$ cat src/rtl/mctrl_pkg.sv
// Shared definitions for the multi-cycle MIPS controller: state codes,
// opcode/funct constants, ALU operation codes and datapath mux selects.
package mctrl_pkg;

  typedef enum logic [3:0] {
    S_IF      = 4'd0,
    S_ID      = 4'd1,
    S_MEM_ADR = 4'd2,
    S_MEM_RD  = 4'd3,
    S_WB_LW   = 4'd4,
    S_MEM_WR  = 4'd5,
    S_EX_R    = 4'd6,
    S_WB_R    = 4'd7,
    S_EX_BEQ  = 4'd8,
    S_EX_J    = 4'd9,
    S_EX_I    = 4'd10,
    S_WB_I    = 4'd11
  } state_t;

  localparam logic [5:0] OP_RTYPE = 6'h00;
  localparam logic [5:0] OP_J     = 6'h02;
  localparam logic [5:0] OP_BEQ   = 6'h04;
  localparam logic [5:0] OP_ADDI  = 6'h08;
  localparam logic [5:0] OP_SLTI  = 6'h0A;
  localparam logic [5:0] OP_LW    = 6'h23;
  localparam logic [5:0] OP_SW    = 6'h2B;

  localparam logic [5:0] FN_SRL = 6'h02;
  localparam logic [5:0] FN_ADD = 6'h20;
  localparam logic [5:0] FN_SUB = 6'h22;
  localparam logic [5:0] FN_AND = 6'h24;
  localparam logic [5:0] FN_OR  = 6'h25;
  localparam logic [5:0] FN_XOR = 6'h26;
  localparam logic [5:0] FN_NOR = 6'h27;
  localparam logic [5:0] FN_SLT = 6'h2A;

  localparam logic [2:0] ALU_AND = 3'b000;
  localparam logic [2:0] ALU_OR  = 3'b001;
  localparam logic [2:0] ALU_ADD = 3'b010;
  localparam logic [2:0] ALU_XOR = 3'b011;
  localparam logic [2:0] ALU_NOR = 3'b100;
  localparam logic [2:0] ALU_SRL = 3'b101;
  localparam logic [2:0] ALU_SUB = 3'b110;
  localparam logic [2:0] ALU_SLT = 3'b111;

  localparam logic       SRCA_PC = 1'b0;
  localparam logic       SRCA_RS = 1'b1;

  localparam logic [1:0] SRCB_RT     = 2'b00;
  localparam logic [1:0] SRCB_FOUR   = 2'b01;
  localparam logic [1:0] SRCB_IMM    = 2'b10;
  localparam logic [1:0] SRCB_IMM_SH = 2'b11;

  localparam logic [1:0] REGDST_RT = 2'b00;
  localparam logic [1:0] REGDST_RD = 2'b01;

  localparam logic [1:0] M2R_ALU = 2'b00;
  localparam logic [1:0] M2R_MDR = 2'b01;

  localparam logic [1:0] PCSRC_SEQ = 2'b00;
  localparam logic [1:0] PCSRC_BR  = 2'b01;
  localparam logic [1:0] PCSRC_JMP = 2'b10;

  typedef struct packed {
    logic       mem_read;
    logic       mem_write;
    logic       iord;
    logic       ir_write;
    logic       reg_write;
    logic       alu_src_a;
    logic       pc_write;
    logic       pc_write_cond;
    logic       branch;
    logic [1:0] reg_dst;
    logic [1:0] mem_to_reg;
    logic [1:0] alu_src_b;
    logic [1:0] pc_source;
    logic [2:0] alu_op;
    logic       illegal_inst;
    logic       exc_ovf;
  } ctrl_t;

endpackage

$ cat src/rtl/multi_ctrl_alu_op_dec.sv
// R-type funct decoder: ALU operation, funct legality, and whether the
// operation is one that can raise a signed-overflow exception.
module alu_op_dec
  import mctrl_pkg::*;
(
  input  logic [5:0] funct,
  output logic [2:0] alu_op,
  output logic       legal,
  output logic       ovf_capable
);

  always_comb begin
    alu_op      = ALU_AND;
    legal       = 1'b1;
    ovf_capable = 1'b0;
    case (funct)
      FN_ADD: begin
        alu_op      = ALU_ADD;
        ovf_capable = 1'b1;
      end
      FN_SUB: begin
        alu_op      = ALU_SUB;
        ovf_capable = 1'b1;
      end
      FN_AND: alu_op = ALU_AND;
      FN_OR:  alu_op = ALU_OR;
      FN_XOR: alu_op = ALU_XOR;
      FN_NOR: alu_op = ALU_NOR;
      FN_SLT: alu_op = ALU_SLT;
      FN_SRL: alu_op = ALU_SRL;
      default: legal = 1'b0;
    endcase
  end

endmodule

$ cat src/rtl/multi_ctrl.sv
// Multi-cycle MIPS control unit: one state register plus a combinational
// Moore next-state/output process; outputs are forced low during reset.
module multi_ctrl
  import mctrl_pkg::*;
(
  input  logic        clk,
  input  logic        reset,
  input  logic [31:0] Inst,
  input  logic        MIO_ready,
  input  logic        zero,
  input  logic        overflow,
  output logic        MemRead,
  output logic        MemWrite,
  output logic        IorD,
  output logic        IRWrite,
  output logic        RegWrite,
  output logic        ALUSrcA,
  output logic        PCWrite,
  output logic        PCWriteCond,
  output logic        Branch,
  output logic [1:0]  RegDst,
  output logic [1:0]  MemtoReg,
  output logic [1:0]  ALUSrcB,
  output logic [1:0]  PCSource,
  output logic [2:0]  ALU_operation,
  output logic [3:0]  state,
  output logic        illegal_inst,
  output logic        exc_ovf
);

  logic [5:0] op;
  logic [5:0] funct;
  logic [2:0] r_alu_op;
  logic       r_legal;
  logic       r_ovf_capable;
  logic       unused_inst_bits;
  logic       unused_zero;

  state_t state_q;
  state_t state_d;
  logic   ovf_q;
  logic   ovf_d;
  ctrl_t  ctrl;
  ctrl_t  ctrl_out;

  assign op    = Inst[31:26];
  assign funct = Inst[5:0];

  // The branch decision is taken in the datapath from zero, not here.
  assign unused_inst_bits = ^Inst[25:6];
  assign unused_zero      = zero;

  alu_op_dec u_alu_op_dec (
    .funct       (funct),
    .alu_op      (r_alu_op),
    .legal       (r_legal),
    .ovf_capable (r_ovf_capable)
  );

  always_ff @(posedge clk or negedge reset) begin
    if (!reset) begin
      state_q <= S_IF;
      ovf_q   <= 1'b0;
    end else begin
      state_q <= state_d;
      ovf_q   <= ovf_d;
    end
  end

  always_comb begin
    ctrl    = '0;
    state_d = state_q;
    ovf_d   = 1'b0;
    case (state_q)
      S_IF: begin
        ctrl.mem_read  = 1'b1;
        ctrl.iord      = 1'b0;
        ctrl.ir_write  = MIO_ready;
        ctrl.alu_src_a = SRCA_PC;
        ctrl.alu_src_b = SRCB_FOUR;
        ctrl.alu_op    = ALU_ADD;
        ctrl.pc_source = PCSRC_SEQ;
        ctrl.pc_write  = 1'b1;
        if (MIO_ready)
          state_d = S_ID;
      end
      S_ID: begin
        ctrl.alu_src_a = SRCA_PC;
        ctrl.alu_src_b = SRCB_IMM_SH;
        ctrl.alu_op    = ALU_ADD;
        case (op)
          OP_RTYPE: begin
            if (r_legal) begin
              state_d = S_EX_R;
            end else begin
              state_d           = S_IF;
              ctrl.illegal_inst = 1'b1;
            end
          end
          OP_LW, OP_SW:     state_d = S_MEM_ADR;
          OP_BEQ:           state_d = S_EX_BEQ;
          OP_J:             state_d = S_EX_J;
          OP_ADDI, OP_SLTI: state_d = S_EX_I;
          default: begin
            state_d           = S_IF;
            ctrl.illegal_inst = 1'b1;
          end
        endcase
      end
      S_MEM_ADR: begin
        ctrl.alu_src_a = SRCA_RS;
        ctrl.alu_src_b = SRCB_IMM;
        ctrl.alu_op    = ALU_ADD;
        state_d        = (op == OP_SW) ? S_MEM_WR : S_MEM_RD;
      end
      S_MEM_RD: begin
        ctrl.mem_read = 1'b1;
        ctrl.iord     = 1'b1;
        if (MIO_ready)
          state_d = S_WB_LW;
      end
      S_WB_LW: begin
        ctrl.reg_dst    = REGDST_RT;
        ctrl.mem_to_reg = M2R_MDR;
        ctrl.reg_write  = 1'b1;
        state_d         = S_IF;
      end
      S_MEM_WR: begin
        ctrl.mem_write = 1'b1;
        ctrl.iord      = 1'b1;
        if (MIO_ready)
          state_d = S_IF;
      end
      S_EX_R: begin
        ctrl.alu_src_a = SRCA_RS;
        ctrl.alu_src_b = SRCB_RT;
        ctrl.alu_op    = r_alu_op;
        ovf_d          = overflow & r_ovf_capable;
        state_d        = S_WB_R;
      end
      // A flagged overflow suppresses the write-back and raises the exception.
      S_WB_R: begin
        ctrl.reg_dst    = REGDST_RD;
        ctrl.mem_to_reg = M2R_ALU;
        ctrl.reg_write  = ~ovf_q;
        ctrl.exc_ovf    = ovf_q;
        state_d         = S_IF;
      end
      S_EX_BEQ: begin
        ctrl.alu_src_a     = SRCA_RS;
        ctrl.alu_src_b     = SRCB_RT;
        ctrl.alu_op        = ALU_SUB;
        ctrl.pc_source     = PCSRC_BR;
        ctrl.pc_write_cond = 1'b1;
        ctrl.branch        = 1'b1;
        state_d            = S_IF;
      end
      S_EX_J: begin
        ctrl.pc_source = PCSRC_JMP;
        ctrl.pc_write  = 1'b1;
        state_d        = S_IF;
      end
      S_EX_I: begin
        ctrl.alu_src_a = SRCA_RS;
        ctrl.alu_src_b = SRCB_IMM;
        ctrl.alu_op    = (op == OP_SLTI) ? ALU_SLT : ALU_ADD;
        ovf_d          = overflow & (op == OP_ADDI);
        state_d        = S_WB_I;
      end
      S_WB_I: begin
        ctrl.reg_dst    = REGDST_RT;
        ctrl.mem_to_reg = M2R_ALU;
        ctrl.reg_write  = ~ovf_q;
        ctrl.exc_ovf    = ovf_q;
        state_d         = S_IF;
      end
      default: state_d = S_IF;
    endcase
  end

  assign ctrl_out = reset ? ctrl : '0;

  assign MemRead       = ctrl_out.mem_read;
  assign MemWrite      = ctrl_out.mem_write;
  assign IorD          = ctrl_out.iord;
  assign IRWrite       = ctrl_out.ir_write;
  assign RegWrite      = ctrl_out.reg_write;
  assign ALUSrcA       = ctrl_out.alu_src_a;
  assign PCWrite       = ctrl_out.pc_write;
  assign PCWriteCond   = ctrl_out.pc_write_cond;
  assign Branch        = ctrl_out.branch;
  assign RegDst        = ctrl_out.reg_dst;
  assign MemtoReg      = ctrl_out.mem_to_reg;
  assign ALUSrcB       = ctrl_out.alu_src_b;
  assign PCSource      = ctrl_out.pc_source;
  assign ALU_operation = ctrl_out.alu_op;
  assign illegal_inst  = ctrl_out.illegal_inst;
  assign exc_ovf       = ctrl_out.exc_ovf;
  assign state         = state_q;

endmodule

$ cat config.mk
export PLATFORM = sky130hd
export DESIGN_NAME = multi_ctrl
export DESIGN_NICKNAME = d
export VERILOG_FILES = /design/src/rtl/mctrl_pkg.sv /design/src/rtl/multi_ctrl_alu_op_dec.sv /design/src/rtl/multi_ctrl.sv
export SDC_FILE = /design/constraint.sdc
export NUM_CORES = 1
export LEC_CHECK = 0
export BUFFER_PORTS_ARGS = -buffer_cell sky130_fd_sc_hd__buf_4
export CAP_MARGIN = 20
export CELL_PAD_IN_SITES_DETAIL_PLACEMENT = 1
export CELL_PAD_IN_SITES_GLOBAL_PLACEMENT = 1
export CORE_MARGIN = 4
export CORE_UTILIZATION = 28
export CTS_CLUSTER_SIZE = 12
export DETAILED_ROUTE_END_ITERATION = 8
export PLACE_DENSITY = 0.95
export SYNTH_ARGS = -nofsm -noshare
export SYNTH_HDL_FRONTEND = slang
export SYNTH_SLANG_ARGS = --single-unit
$ cat constraint.sdc
create_clock -name clk -period 3.5 [get_ports clk]
set_clock_uncertainty 0.05 [all_clocks]
set_input_delay 0.525 -clock clk [delete_from_list [all_inputs] [get_ports clk]]
set_output_delay 0.525 -clock clk [all_outputs]
set_load 0.05 [all_outputs]
==> flow_metrics.tcl <==
set metrics [dict create \
    worstSetupPathType "register to output port" \
    grtUsageMet2 0.278 \
    dr_total_vias 1062 \
    finalMaxSlewViolations 0 \
    ff2ff_path_depth 4 \
    syn_area_um2 867 \
    ir_worst_vdd_uv 326 \
    grtUsageMet3 0.0568 \
    power.density_nw_per_um2 606 \
    cts.sinks 5 \
    rsz0062_at_grt "no" \
    rows 19 \
    detailedPlace.worstSlack_ns 1.09 \
    antenna_found_initial 0 \
    clk_pin_slew_ns 0.05 \
    syn-mean-instance-area_um2 6.88 \
    holdBufCountCts 0 \
    fin_crit_ns 2.70 \
    leakagePower_nw 0.524 \
    postSynthCellCount 126 \
    initial_core_util 0.304 \
    worstPathRequired_ns 2.92 \
    layout_worst_path_cycle_share 0.771 \
    cp-end-kind "output port" \
    cp-startpoint "state[2]" \
    num_io_pins 63 \
    hold_viol 0 \
    grt_pass1_vias 1149 \
    routedWlPerCell_um 16.3 \
    clockBufferDepth 2 \
    power_frac_comb 0.725 \
    fmax_mhz 371 \
    relSlewSlack 0.660 \
    worst_pin_slew_ns 0.510 \
    nFillCells 378 \
    clockRootBuffer "clkbuf_4" \
    coreArea_um2 2850 \
    die_w_um 63.7 \
    grt_pass1_wl_mm 5.30 \
    numCtsBuffers 3 \
    ys_types 50 \
    drv_cap 0 \
    startpoint_type "register" \
    synthToLayoutAreaGrowth_pct 34.6 \
    ys_seq_area_frac 0.144 \
    switching_share 0.614 \
    first_iter_violations 25 \
    mostFrequentLayoutCells "buf_4 (39), nor2_1 (14), nor3_1 (11), nand2_1 (7)" \
    drc 0 \
    grtUsageMet1 0.184 \
    synth-warning-count 0 \
    htree_num_levels 1 \
    final_common_cell "buf_4" \
    endpoint "ALU_operation[2]" \
    routed_via_density 5.59 \
    portBuffers 39 \
    dieArea_um2 4050 \
    r2r-end "ovf_q" \
    nNetsFinal 197 \
    drive_gt1_frac 0.296 \
    clkLatencyLatePin_ns 0.26 \
    synth_edf_count 0 \
    switchingPower_w 0.000434 \
    setup_tns_ns 0 \
    dr.pass1.iters 4 \
    cts_resized 0 \
    grt-busiest-layer "met2" \
    ff2ff_setup_slack_ns 1.80 \
    grt_start_max_net_pins 19 \
    postCtsSetupBuffers 0 \
    r2r-start "state[2]" \
    grt_overflow_total 0 \
    setup_ws_ns 0.803 \
    critPathArrivalTime_ns 2.12 \
    synthFlopType "dfrtp_1" \
    synth-seq-cells 5 \
    pwr-share-seq 0.168 \
    power_frac_clock 0.107 \
    hold_path.class "input pin to asynchronous set/reset pin" \
    dieHeight_um 63.7 \
    diodes 0 \
    p_int_w 0.000273 \
    crit_fanout 17 \
    setup_viol 0 \
    power.total_w 0.000707 \
    gp_congestion 0.798 \
    ant_nets 0 \
    drt-total-wl_mm 3.09 \
    cts_tree "done" \
    async_reset_ff_frac 1.00 \
    track_usage 0.158 \
    fin_util 0.409 \
    hpwl_mm 2.48 \
    status "finished, final reports clean" \
]
[state kept, by name, indices dropped and copies added, names as in the netlist]
| name | flops |
|---|---|
| state | 4 |
| ovf_q | 1 |
[cells by family (layout without fill, tap and decap cells)]
group           after synthesis  after routing  share of synthesized area
simple gates                 69             69                      0.463
compound gates               30             30                      0.241
buf+inv                      16             48                     0.0924
flops                         5              5                      0.144
xor+xnor                      3              3                     0.0303
fa+ha+maj                     1              1                     0.0115
other cells                   1              2                    0.00432
mux                           1              1                     0.0130
[metrics by stage]
stage	area [um2]	cells	hold WS (ns)
finish	1170	190	0.0451
global route	1170	190	0.0459
CTS	1170	190	0.0495
detailed placement	1140	186	0.321
global placement	1140	186	0.314
floorplan	871	127	0.179
[cell type report]
| class | count | area [um2] | area share |
|---|---|---|---|
| multi-input cells | 106 | 666 | 0.570 |
| well taps | 31 | 38.8 | 0.0332 |
| clock buffers | 4 | 26.3 | 0.0225 |
| repair buffers | 39 | 293 | 0.251 |
| flip-flops and latches | 5 | 125 | 0.107 |
| inverters | 5 | 18.8 | 0.0161 |
[routing by layer]
layer	share of wire	wire, um	vias to the layer above
met4	0.013	41	0
li1	-	-	524
met2	0.50	1550	38
met5	0	0	-
met1	0.41	1260	494
met3	0.079	245	6
[Yosys cell counts, types with 2 or more instances]
cell type | instances | area [um2]
nor2_1 | 14 | 52.6
nor3_1 | 11 | 55.1
nand2_1 | 7 | 26.3
nand2b_1 | 6 | 37.5
nand3_1 | 6 | 30.0
nor2b_1 | 6 | 37.5
a21oi_1 | 5 | 25.0
and3_1 | 5 | 31.3
dfrtp_1 | 5 | 125
inv_1 | 5 | 18.8
buf_2 | 4 | 20.0
buf_4 | 4 | 30.0
a31oi_1 | 3 | 18.8
clkbuf_1 | 3 | 11.3
o21ai_1 | 3 | 15.0
a211oi_1 | 2 | 15.0
a21o_1 | 2 | 15.0
o21ai_0 | 2 | 10.0
xnor2_1 | 2 | 17.5
[power by group through the flow]
stage / sequential (W) / combinational (W) / clock [W]
after floorplan: 0.000130 / 0.000348 / 0
after global placement: 0.000117 / 0.000496 / 0
after detailed placement: 0.000120 / 0.000510 / 0
after CTS: 0.000119 / 0.000515 / 0.0000750
after global routing: 0.000126 / 0.000551 / 0.0000790
final: 0.000119 / 0.000513 / 0.0000754
[critical path, cell delays in order, from the launching register on]
cell and delay, ns:
dfrtp_1 0.63, nor2b_1 0.35, nor3b_2 0.35, o311ai_1 0.16
a31oi_1 0.16, buf_4 0.22
[worst min-delay path by stage]
stage	startpoint	endpoint	slack [ns]	cells after the start
2_1_floorplan	reset	ovf_q	0.18	0
3_3_place_gp	reset	state[1]	0.31	1
3_5_place_dp	reset	state[0]	0.32	1
4_1_cts	reset	state[0]	0.05	1
5_1_grt	reset	state[0]	0.05	1
6_report	reset	state[0]	0.05	1
No activity file was read; power rests on OpenSTA's default activity.
